===== src/rtl/request_arbiter_pkg.sv =====
// Shared types and default sizing for the request arbiter.
package request_arbiter_pkg;

    localparam int unsigned DefNReq    = 4;
    localparam int unsigned DefMaxHold = 16;

    typedef enum logic {
        StIdle,
        StOwned
    } arb_state_e;

endpackage


===== src/rtl/request_arbiter_rr_pick.sv =====
// Combinational winner search: first requester at or after i_ptr, skipping i_excl, wrapping.
module rr_pick
    import request_arbiter_pkg::*;
#(
    parameter int unsigned N_REQ = DefNReq,
    parameter int unsigned IDX_W = $clog2(N_REQ)
) (
    input  logic [N_REQ-1:0] i_req,
    input  logic [IDX_W-1:0] i_ptr,
    input  logic [N_REQ-1:0] i_excl,
    output logic [N_REQ-1:0] o_gnt,
    output logic [IDX_W-1:0] o_idx,
    output logic             o_valid
);

    always_comb begin
        int unsigned pos;
        logic [IDX_W-1:0] pos_idx;
        o_gnt   = '0;
        o_idx   = '0;
        o_valid = 1'b0;
        pos     = 0;
        pos_idx = '0;
        for (int unsigned k = 0; k < N_REQ; k++) begin
            pos = int'(i_ptr) + k;
            if (pos >= N_REQ) begin
                pos = pos - N_REQ;
            end
            pos_idx = IDX_W'(pos);
            if (!o_valid && i_req[pos_idx] && !i_excl[pos_idx]) begin
                o_valid        = 1'b1;
                o_gnt[pos_idx] = 1'b1;
                o_idx          = pos_idx;
            end
        end
    end

endmodule


===== src/rtl/request_arbiter.sv =====
// Single-owner request arbiter with fixed/round-robin selection and a hold limit
// that forces hand-over when other requesters are waiting.
module request_arbiter
    import request_arbiter_pkg::*;
#(
    parameter int unsigned N_REQ    = DefNReq,
    parameter int unsigned MAX_HOLD = DefMaxHold
) (
    input  logic                       i_clk,
    input  logic                       i_arst_n,
    input  logic [N_REQ-1:0]           i_req,
    input  logic                       i_rrMode,
    output logic [N_REQ-1:0]           o_gnt,
    output logic [$clog2(N_REQ)-1:0]   o_gntIdx,
    output logic                       o_busy
);

    localparam int unsigned IdxW = $clog2(N_REQ);
    localparam int unsigned CntW = $clog2(MAX_HOLD + 1);

    arb_state_e      state_q;
    logic [IdxW-1:0] rr_ptr_q;
    logic [CntW-1:0] hold_cnt_q;

    logic [IdxW-1:0]  pick_ptr;
    logic [N_REQ-1:0] pick_gnt;
    logic [IdxW-1:0]  pick_idx;
    logic             pick_valid;
    logic [IdxW-1:0]  next_ptr;
    logic             owner_req;
    logic             do_grant;
    logic             do_release;

    // Fixed priority is the same search with the pointer pinned to 0.
    assign pick_ptr  = i_rrMode ? rr_ptr_q : '0;
    assign owner_req = |(i_req & o_gnt);
    assign next_ptr  = (pick_idx == IdxW'(N_REQ - 1)) ? '0 : pick_idx + IdxW'(1);

    // The current owner is always excluded; in idle o_gnt is zero so nothing is masked.
    rr_pick #(
        .N_REQ (N_REQ),
        .IDX_W (IdxW)
    ) u_rr_pick (
        .i_req   (i_req),
        .i_ptr   (pick_ptr),
        .i_excl  (o_gnt),
        .o_gnt   (pick_gnt),
        .o_idx   (pick_idx),
        .o_valid (pick_valid)
    );

    always_comb begin
        do_grant   = 1'b0;
        do_release = 1'b0;
        unique case (state_q)
            StIdle: begin
                do_grant = pick_valid;
            end
            StOwned: begin
                if (!owner_req) begin
                    do_grant   = pick_valid;
                    do_release = !pick_valid;
                end else if (hold_cnt_q == CntW'(MAX_HOLD - 1)) begin
                    do_grant = pick_valid;
                end
            end
            default: begin
                do_grant   = 1'b0;
                do_release = 1'b0;
            end
        endcase
    end

    always_ff @(posedge i_clk or negedge i_arst_n) begin
        if (!i_arst_n) begin
            state_q    <= StIdle;
            o_gnt      <= '0;
            o_gntIdx   <= '0;
            o_busy     <= 1'b0;
            rr_ptr_q   <= '0;
            hold_cnt_q <= '0;
        end else if (do_grant) begin
            state_q    <= StOwned;
            o_gnt      <= pick_gnt;
            o_gntIdx   <= pick_idx;
            o_busy     <= 1'b1;
            rr_ptr_q   <= next_ptr;
            hold_cnt_q <= '0;
        end else if (do_release) begin
            state_q    <= StIdle;
            o_gnt      <= '0;
            o_gntIdx   <= '0;
            o_busy     <= 1'b0;
            hold_cnt_q <= '0;
        end else if (state_q == StOwned && hold_cnt_q != CntW'(MAX_HOLD)) begin
            hold_cnt_q <= hold_cnt_q + CntW'(1);
        end
    end

endmodule


===== config.mk =====
export PLATFORM = sky130hd
export DESIGN_NAME = request_arbiter
export DESIGN_NICKNAME = d
export VERILOG_FILES = /design/src/rtl/request_arbiter_pkg.sv /design/src/rtl/request_arbiter_rr_pick.sv /design/src/rtl/request_arbiter.sv
export SDC_FILE = /design/constraint.sdc
export NUM_CORES = 1
export LEC_CHECK = 0
export CORE_MARGIN = 1.5
export CORE_UTILIZATION = 45
export DETAILED_ROUTE_END_ITERATION = 8
export GPL_ROUTABILITY_DRIVEN = 1
export HOLD_SLACK_MARGIN = 0.1
export PLACE_DENSITY_LB_ADDON = 0.1
export SETUP_SLACK_MARGIN = 0.1
export SKIP_LAST_GASP = 1
export SLEW_MARGIN = 10
export SYNTH_ARGS = -nofsm -noshare
export SYNTH_HDL_FRONTEND = slang
export SYNTH_HIERARCHICAL = 1
export SYNTH_SLANG_ARGS = --single-unit

===== constraint.sdc =====
create_clock -name i_clk -period 5.13 [get_ports i_clk]
set_input_delay 1.2825 -clock i_clk [delete_from_list [all_inputs] [get_ports i_clk]]
set_output_delay 1.2825 -clock i_clk [all_outputs]
set_load 0.02 [all_outputs]

Word-level counts from Yosys, hierarchy flattened --
Cells that the tools add are included.
Storage, ports and cells: bits in registers 14, input port bits 7
Operators by class: $add $sub $neg 9, $lt $le $gt $ge 12, eq/ne operators 3, muxes and demuxes 56, bitwise gates (word level) 5, reduce and logical (&&, ||, !) cells 23
Operator list (count):
- $mux W2 | 12
- $mux W4 | 6
- $mux W1 | 22
- $bmux W1 S2 | 8
- $mux W5 | 3
- $logic_and A1 B1 Y1 | 12
- $lt A2 B3 Y1 const B | 4
- $or A4 B4 Y4 | 3
- $ge A3 B3 Y1 const B | 3
- $demux W1 S2 | 4
- $ge A2 B1 Y1 const B | 4
- $logic_not A1 Y1 | 8
- $sub A2 B1 Y2 const B | 4
- $add A2 B2 Y3 const B | 2
- $add A5 B1 Y5 const B | 1
- $eq A5 B4 Y1 const B | 1
- $ne A5 B5 Y1 const B | 1
- $and A4 B4 Y4 | 1
- $reduce_or A4 Y1 | 1
- $add A2 B1 Y3 const B | 1
- $ge A2 B3 Y1 const B | 1
- $reduce_bool A3 Y1 | 1
- $add A2 B1 Y2 const B | 1
- $eq A2 B2 Y1 const B | 1
- other kinds (3) | 3

Depth between registers and ports, before layout --
Gate-level depths: netlist (run 1).
word-level depth 25, mapped depth 11

Hierarchy --
The synthesis (run 1) kept the hierarchy.
Modules (own cells, without submodules):
- request_arbiter | times used 1, cells each 61, area each 689.4 sq um, seq. area each 350.3 sq um
- rr_pick | times used 1, cells each 75, area each 574.3 sq um, seq. area each 0.0 sq um

Least setup slack after synthesis (run 1) --
No wires, ideal clock.
path kind input to register, start point input port i_rrMode, end point register rr_ptr_q[0], library setup time 0.125 ns, arrival 3.513 ns, required time 5.005 ns, setup slack 1.492 ns, stages on the path 9, cell sequence and2_1 buf_2 inv_2 ha_1 mux4_2 or4_1 nor2b_1 buf_4 mux2_4
On the way: longest elaborated chain between the ends 23, elaborated cells on any way between the ends 60
Ends and longest elaborated chain:
- start, declared | line request_arbiter.sv:12 | input logic i_rrMode,
- $mux W2 * | line request_arbiter.sv:35 | assign pick_ptr = i_rrMode ? rr_ptr_q : '0;
- $ge A2 B3 Y1 or $sub A2 B1 Y2 (tied branches) | line request_arbiter_rr_pick.sv:26, request_arbiter_rr_pick.sv:27
- $mux W2 | line request_arbiter_rr_pick.sv:26 | if (pos >= N_REQ) begin
- $bmux W1 S2 | line request_arbiter_rr_pick.sv:30 | if (!o_valid && i_req[pos_idx] && !i_excl[pos_idx]) begin
- $mux W1 (implied by the code) | line request_arbiter_rr_pick.sv:30
- $logic_not A1 Y1 | line request_arbiter_rr_pick.sv:30
- $logic_and A1 B1 Y1 | line request_arbiter_rr_pick.sv:30
- $mux W1 | line request_arbiter_rr_pick.sv:30
- (+7 left out)
- $mux W1 | line request_arbiter_rr_pick.sv:30
- $logic_not A1 Y1 | line request_arbiter_rr_pick.sv:30
- $logic_and A1 B1 Y1 (2 in series) | line request_arbiter_rr_pick.sv:30
- $mux W1 * | line request_arbiter_rr_pick.sv:30
- via pick_valid | line request_arbiter.sv:28 | logic pick_valid;
- $mux W1 | line request_arbiter.sv:63 | end else if (hold_cnt_q == CntW'(MAX_HOLD - 1)) begin
- $mux W1 | line request_arbiter.sv:60 | if (!owner_req) begin
- $pmux W1 S2 * | line request_arbiter.sv:55 | unique case (state_q)
- end signal, assigned | line request_arbiter.sv:87 | rr_ptr_q <= next_ptr;
- end, declared | line request_arbiter.sv:22 | logic [IdxW-1:0] rr_ptr_q;
The timed path passes the listed nets; every way through them passes the cells marked *. The select of a mux whose other input is x is not followed. A chain may end at the register's enable or synchronous reset.

Worst setup path after layout (run 1) --
start point input port i_rrMode, end point register rr_ptr_q[0]
On the way: longest elaborated chain between the ends 23, elaborated cells on any way between the ends 60
Ends and longest elaborated chain:
- $mux W2 * | line request_arbiter.sv:35
- via pick_ptr[0] | line request_arbiter.sv:25 | logic [IdxW-1:0] pick_ptr;
- $ge A2 B3 Y1 or $sub A2 B1 Y2 (tied branches) | line request_arbiter_rr_pick.sv:26, request_arbiter_rr_pick.sv:27
- $mux W2 | line request_arbiter_rr_pick.sv:26
- $bmux W1 S2 | line request_arbiter_rr_pick.sv:30
- $mux W1 (implied by the code) | line request_arbiter_rr_pick.sv:30
- $logic_not A1 Y1 | line request_arbiter_rr_pick.sv:30
- $logic_and A1 B1 Y1 | line request_arbiter_rr_pick.sv:30
- (+8 left out)
- $mux W1 | line request_arbiter_rr_pick.sv:30
- $logic_not A1 Y1 | line request_arbiter_rr_pick.sv:30
- $logic_and A1 B1 Y1 (2 in series) | line request_arbiter_rr_pick.sv:30
- $mux W1 * | line request_arbiter_rr_pick.sv:30
- via pick_valid | line request_arbiter.sv:28
- $mux W1 | line request_arbiter.sv:63
- $mux W1 | line request_arbiter.sv:60
- $pmux W1 S2 * | line request_arbiter.sv:55
Marked as above.

==> results of run 1 <==
[power breakdown]
| part | switching, mW | internal (mW) | leakage, nW |
|---|---|---|---|
| Combinational | 0.310 | 0.269 | 0.406 |
| Sequential | 0.0460 | 0.154 | 0.176 |
| Clock | 0.0357 | 0.0432 | 0.0210 |
| Total | 0.392 | 0.466 | 0.603 |
[final timing paths]
| kind | to | slack [ps] | depth (start not counted) |
|---|---|---|---|
| setup / recovery | rr_ptr_q[0] | 860 | 8 |
| hold / removal | rr_ptr_q[0] | 520 | 1 |
| setup reg to reg | rr_ptr_q[0] | 1960 | 7 |
| hold reg to reg | rr_ptr_q[0] | 520 | 1 |
| max in group asynchronous | rr_ptr_q[0] | 3340 | 1 |
| min in group asynchronous | hold_cnt_q[3] | 1390 | 1 |
[cells in the final DEF, fill, tap and decap left out, types with 2 or more instances in the layout]
| cell type | count |
|---|---|
| sky130_fd_sc_hd__dfrtp_1 | 14 |
| sky130_fd_sc_hd__clkdlybuf4s50_1 | 13 |
| sky130_fd_sc_hd__nand2_1 | 11 |
| sky130_fd_sc_hd__ha_1 | 11 |
| sky130_fd_sc_hd__a21oi_1 | 10 |
| sky130_fd_sc_hd__nor2_1 | 10 |
| sky130_fd_sc_hd__nor2b_1 | 6 |
| sky130_fd_sc_hd__a22o_1 | 6 |
| sky130_fd_sc_hd__nand3_1 | 5 |
| sky130_fd_sc_hd__nand2b_1 | 5 |
| sky130_fd_sc_hd__a211oi_1 | 5 |
| sky130_fd_sc_hd__a2111oi_0 | 4 |
| sky130_fd_sc_hd__nor4b_1 | 4 |
| sky130_fd_sc_hd__inv_1 | 3 |
| sky130_fd_sc_hd__and2_1 | 3 |
| sky130_fd_sc_hd__clkbuf_4 | 3 |
| sky130_fd_sc_hd__a22oi_1 | 2 |
| sky130_fd_sc_hd__mux2_4 | 2 |
| sky130_fd_sc_hd__nand4_1 | 2 |
| sky130_fd_sc_hd__nand4bb_1 | 2 |
| sky130_fd_sc_hd__or4b_1 | 2 |
| sky130_fd_sc_hd__o22ai_1 | 2 |
| sky130_fd_sc_hd__mux4_2 | 2 |
| sky130_fd_sc_hd__o21ai_0 | 2 |
| sky130_fd_sc_hd__buf_4 | 2 |
[kinds of logic after synthesis]
group | Yosys count | share of synthesized area (%)
xor gates and xnor gates | 2 | 1.386
AOI/OAI and AO/OA | 36 | 20.50
buffers and inverters | 11 | 5.643
adders and majority gates | 11 | 10.89
muxes | 5 | 6.733
DFF | 14 | 27.72
and+or+nand+nor | 57 | 27.13
[metrics by stage]
step,worst slack (ps),area [um2]
2_1_floorplan,1492,1264
6_report,863.2,1434
5_1_grt,696.0,1434
4_1_cts,883.8,1434
3_3_place_gp,676.2,1398
3_5_place_dp,582.8,1398
[state kept, by name, indices dropped and copies added, names as in the netlist]
signal / count
hold_cnt_q: 5
o_gnt: 4
o_gntIdx: 2
rr_ptr_q: 2
state_q: 1
[worst register-to-register path, stage by stage (launching register included)]
cell and delay [ps]:
sky130_fd_sc_hd__dfrtp_1 350, sky130_fd_sc_hd__and2_1 560, sky130_fd_sc_hd__inv_4 120, sky130_fd_sc_hd__ha_1 390, sky130_fd_sc_hd__mux4_2 420, sky130_fd_sc_hd__or4_1 600, sky130_fd_sc_hd__nor2b_1 270, sky130_fd_sc_hd__mux2_4 330
[metal layers]
| metal | global-route usage, % | vias up | wire (um) |
|---|---|---|---|
| li1 | - | 542 | - |
| met1 | 31.16 | 537 | 1475 |
| met2 | 30.92 | 41 | 1354 |
| met3 | 6.047 | 7 | 193 |
| met4 | 4.762 | 0 | 39 |
| met5 | 0 | - | 0 |
[area by class of cell]
cell class                      instances  area [um2]
Clock buffer                            4       36.28
Fill cell                             270        1276
Inverter                                5       21.27
Multi-Input combinational cell        111       842.1
Sequential cell                        14       350.3
Tap cell                               31       38.79
Timing Repair Buffer                   15       145.1
==> out/qor_table.md, run 1 <==
| Item | Reported |
|:---|:---|
| Overflow left after global routing | 0 |
| Final Hold Viols | 0 |
| CTS Root Cell | sky130_fd_sc_hd__clkbuf_4 |
| Signal arrival time at the worst endpoint | 4430 ps |
| Hold buffer count at CTS | 0 |
| Startpoint of the lowest-slack hold path | rr_ptr_q[0] |
| All-layer global routing usage | 21.18% |
| Required time at the worst-slack endpoint | 5300 ps |
| Num Clock Sinks | 14 |
| Syn Inst Count | 136 |
| DRC violations left | 0 |
| Cells taking the most area after synthesis | sky130_fd_sc_hd__dfrtp_1 (28%), sky130_fd_sc_hd__ha_1 (11%), sky130_fd_sc_hd__a22o_1 (4.2%) |
| Proportion of layout cells with a drive suffix above 1 | 9.396% |
| Maximum Capacitance Violations | 0 |
| Worst hold margin | 521.7 ps |
| Setup clock skew after layout | 1.735 ps |
| Synth warn | 6 |
| Count of cells resized by post-cts repair | 0 |
| Summed instance area of the synthesized netlist | 1264 um2 |
| Number of distinct library cell variants in the gate-level netlist after synthesis | 43 |
| Antenna violations before repair | 0 |
| Total chip power | 0.8582 mW |
| Antenna diodes | 0 |
| Core outline area | 2710 um2 |
| Synthesis-to-layout area growth | 13.47% |
| Summed negative setup slack over all endpoints | 0 ps |
| Area share of the largest cell type after synthesis | 27.72% |
| Total Nets Final | 168 |
| Critical path endpoint category | flop |
| I/O pin count | 14 |
| Reg clk slew, reported paths | 80 ps |
| Filler-free cell count of the finished design | 180 |
| Number of buffers and inverters on the critical path | 2 |
| Nets in the synthesized netlist | 154 |
| Max_slew headroom | 55.26% |
| Crit path launch | i_rrMode |
| CTS Buf Count | 3 |
| EDFF count, synth | 0 |
| Synthesized area per cell | 9.292 um2 |
| Startpoint of the lowest-slack register-to-register path | rr_ptr_q[0] |
| Hold Crit Class | flop to flop |
| Number of DRC markers after the initial detailed-route iteration | 48 |
| Port Buf Inserts | 13 |
| Placed Cells incl. Taps | 176 |
| Max Fanout on Critical Path | 17 |
| Tightest Pin Transition | 671.0 ps |
| TritonCTS clock tree | yes |
| Pin count of the biggest net entering global routing | 18 |
| Number of detailed-route iterations in the first pass | 4 |
| Post-detail-place hpwl | 2265 um |
| Async set-or-reset flop fraction in the synthesized netlist | 100.0% |
| Largest area contributor in the synthesized netlist | sky130_fd_sc_hd__dfrtp_1 |
| Average via count per standard cell | 6.261 |
| Global-route wire length before repair | 5223 um |
| Minimum clock period | 4267 ps |
| Cell-by-cell listing of the critical path | clkdlybuf4s50_1 > and2_1 > inv_4 > ha_1 > mux4_2 > or4_1 > nor2b_1 > mux2_4 |
| Max frequency | 234.4 MHz |
| Vias in the first global route | 1066 |
| Dominant delay contributor by cell family on the critical path | simple AND/OR/NAND/NOR gates |
| Final number of max-transition violations | 0 |
| Power per unit of standard cell area | 598.5 nW/um2 |
| Post-CTS Setup Repair Bufs | 0 |
| Total detailed-routing wirelength | 3063 um |
| Register bit total from synthesis | 14 |
| Initial standard-cell utilization of the core | 46.63% |
| Run status | complete, no violations |
| Leakage power | 0.6033 nW |
| Width of the die | 55.99 um |
| Placer congestion estimate | 0.8942 |
| Die Area | 3135 um2 |
| Final antenna-violating net count | 0 |
| Leading register cell type out of synthesis | sky130_fd_sc_hd__dfrtp_1 |
| Buffer levels on the longest clock path | 2 |
| Launching element type of the critical path | primary input |
| Vias after detailed routing | 1127 |
| Row Count | 19 |
| Biggest cell delay along the critical path | 600 ps |
| Portion of the post-synthesis area used by sequential elements | 27.72% |
| VDD IR-drop max | 407.2 uV |
| Kind of critical path | primary input to flop |
| Wire length per cell | 17.02 um |
| Most used standard cell by instance count after synthesis | sky130_fd_sc_hd__dfrtp_1 |
| Commonest cells in the synthesized netlist | sky130_fd_sc_hd__dfrtp_1 (14), sky130_fd_sc_hd__ha_1 (11), sky130_fd_sc_hd__nand2_1 (11) |
| Setup repair after global routing missed its margin | no |
| Floorplan die height | 55.99 um |
| Clk Latency, worst-skew pair | 280 ps |
| Slowest cell on crit path | sky130_fd_sc_hd__or4_1 |
| Post-layout util | 52.91% |
| Final clock period utilization by the worst path | 83.17% |
| Total number of H-tree levels | 1 |
| Setup violation total in the final timing report | 0 |
Note: power is estimated with default switching activity, not from simulation.
==> run 2, diff against run 1 <==
clock period = 3.8 ns   (was 5.13 ns; I/O delays follow)
==> run 2 against run 1 <==
Sequential cell count stayed put. Highest routed layer unchanged. Critical endpoint is now rr_ptr_q[1]. Largest cell class unchanged. Via count is 4.3% higher. Setup slack worse by 480 ps.
==> out/qor_table.md, run 2 (synthesized netlist as in run 1, its figures left out) <==
| Item | Reported | Change |
|:---|:---|:---|
| Run status | complete, no violations |  |
| Detailed-route wire length on metal 1 | 1436 um | -2.6% |
| All-layer global routing usage | 19.90% | -1.3 points |
| Final setup slack of the worst path | 381.1 ps | -482.1 ps |
| Total Nets Final | 178 | +6.0% |
| Port Buf Inserts | 13 | unchanged |
| DRC violations left | 0 | unchanged |
| Number of flip-flops under the largest register name | 5 | unchanged |
| Post-detail-place hpwl | 2341 um | +3.3% |
| Highest metal layer with signal wires | met4 |  |
| Final number of max-transition violations | 0 | unchanged |
| Average via count per standard cell | 6.184 | -1.2% |
| Pin count of the biggest net entering global routing | 15 | -3 |
| Placer congestion estimate | 0.9050 | +1.2% |
| TritonCTS clock tree | yes |  |
| Leading cell type in the layout, fill and taps excluded | sky130_fd_sc_hd__dfrtp_1 |  |
| DR WL met2 | 1318 um | -2.7% |
| Placed standard-cell area | 1485 um2 | +6.3% |
| Buffer levels on the longest clock path | 2 | unchanged |
| Total number of H-tree levels | 1 | unchanged |
| Highest-count cells in the layout ignoring fill and taps | sky130_fd_sc_hd__dfrtp_1 (14), sky130_fd_sc_hd__clkdlybuf4s50_1 (13), sky130_fd_sc_hd__nand2_1 (11), sky130_fd_sc_hd__ha_1 (11), sky130_fd_sc_hd__buf_4 (11) |  |
| I/O pin count | 14 | unchanged |
| Largest registers in the final layout | hold_cnt_q (5), o_gnt (4) |  |
| Tightest Pin Transition | 683.5 ps | +12.47 ps |
| Total detailed-routing wirelength | 2941 um | -4.0% |
| Number of detailed-route iterations in the first pass | 4 | unchanged |
| Core outline area | 2710 um2 | unchanged |
| Top reg by flops | hold_cnt_q |  |
| Detail Route met3 WL | 152 um | -21% |
| Worst hold margin | 516.8 ps | -4.893 ps |
| VDD IR-drop max | 586.4 uV | +44% |
| Count of cells resized by post-cts repair | 0 | unchanged |
| Launching element type of the critical path | primary input |  |
| Initial standard-cell utilization of the core | 46.63% | unchanged |
| Overflow left after global routing | 0 | unchanged |
| Synthesis-to-layout area growth | 20.40% |  |
| Max Fanout on Critical Path | 10 | -7 |
| CTS Buf Count | 3 | unchanged |
| Antenna diodes | 0 | unchanged |
| Num Clock Sinks | 14 | unchanged |
| Setup repair after global routing missed its margin | no |  |
| Number of DRC markers after the initial detailed-route iteration | 35 | -27% |
| Maximum Capacitance Violations | 0 | unchanged |
| CTS Root Cell | sky130_fd_sc_hd__clkbuf_4 |  |
| Hold Crit Class | flop to flop |  |
| Setup clock skew after layout | 5.440 ps | +3.705 ps |
| Width of the die | 55.99 um | unchanged |
| Vias after detailed routing | 1175 | +4.3% |
| Total chip power | 1.233 mW | +44% |
| Row Count | 19 | unchanged |
| Post-CTS Setup Repair Bufs | 0 | unchanged |
| Vias in the first global route | 1090 | +2.3% |
| Setup violation total in the final timing report | 0 | unchanged |
| Number of fill cells | 262 | -3.0% |
| Die Area | 3135 um2 | unchanged |
| Setup WS pre-CTS | 77.41 ps | -505.4 ps |
| Reg clk slew, reported paths | 80 ps | about the same |
| Filler-free cell count of the finished design | 190 | +5.6% |
| Global-route wire length before repair | 4974 um | -4.8% |
| Max_slew headroom | 54.34% | -0.93 points |
| Required time at the worst-slack endpoint | 3960 ps | -1340 ps |
| Final clock period utilization by the worst path | 89.97% |  |
| Critical path endpoint category | flop |  |
| Placed Cells incl. Taps | 186 | +5.7% |
| Clk Latency, worst-skew pair | 270 ps | about the same |
| Leakage power | 0.6553 nW | +8.6% |
| Antenna violations before repair | 0 | unchanged |
| Hold buffer count at CTS | 0 | unchanged |
| Final Hold Viols | 0 | unchanged |
| Max frequency | 292.5 MHz |  |
| Kind of critical path | primary input to flop |  |
| Floorplan die height | 55.99 um | unchanged |
| Total non-filler cell area in the finished layout | 1521 um2 | +6.1% |
| Summed negative setup slack over all endpoints | 0 ps | unchanged |
| Power per unit of standard cell area | 810.4 nW/um2 | +35% |
| Minimum clock period | 3419 ps |  |
| Final antenna-violating net count | 0 | unchanged |
| Wire length per cell | 15.48 um | -9.0% |
| Proportion of layout cells with a drive suffix above 1 | 15.09% | +5.7 points |
| Post-layout util | 56.14% | +3.2 points |
| Signal arrival time at the worst endpoint | 3580 ps | -850 ps |
## run 2: final timing paths
path                        startpoint             to  slack (ps)  depth (start not counted)
max reg2reg                rr_ptr_q[0]    rr_ptr_q[0]        1070                          8
min reg2reg                rr_ptr_q[1]    rr_ptr_q[1]         520                          1
min in group asynchronous     i_arst_n  hold_cnt_q[2]        1050                          1
max                           i_rrMode    rr_ptr_q[1]         380                         10
min                        rr_ptr_q[1]    rr_ptr_q[1]         520                          1
max in group asynchronous     i_arst_n  hold_cnt_q[1]        2350                          1
## run 2: layout make-up
| cell class | count | area (um2) | share of cell area, % |
|---|---|---|---|
| sequential | 14 | 350.3 | 23.03 |
| tap | 31 | 38.79 | 2.549 |
| clock buffer | 4 | 36.28 | 2.385 |
| timing repair buffer | 25 | 232.7 | 15.30 |
| multi-input combinational | 111 | 842.1 | 55.35 |
| inverter | 5 | 21.27 | 1.398 |
## run 2: power breakdown
part / total (mW) / switching (mW) / leakage (nW) / internal (mW)
clock: 0.104 / 0.0458 / 0.0210 / 0.0582
sequential: 0.270 / 0.0619 / 0.176 / 0.208
combinational: 0.859 / 0.428 / 0.458 / 0.431
total: 1.23 / 0.536 / 0.655 / 0.697
## run 2: critical path, stage by stage
cell and delay (ps):
sky130_fd_sc_hd__clkdlybuf4s50_1 460, sky130_fd_sc_hd__and2_1 270, sky130_fd_sc_hd__inv_4 50, sky130_fd_sc_hd__ha_1 360, sky130_fd_sc_hd__mux4_2 330, sky130_fd_sc_hd__buf_4 180
sky130_fd_sc_hd__o221a_1 220, sky130_fd_sc_hd__o22ai_1 230, sky130_fd_sc_hd__ha_1 280, sky130_fd_sc_hd__mux2_4 250
## run 2: layer usage
layer  up-vias  track usage (%)
met3         4            4.884
met4         0            4.422
met1       574            27.65
met5         -                0
li1        559                -
met2        38            31.43
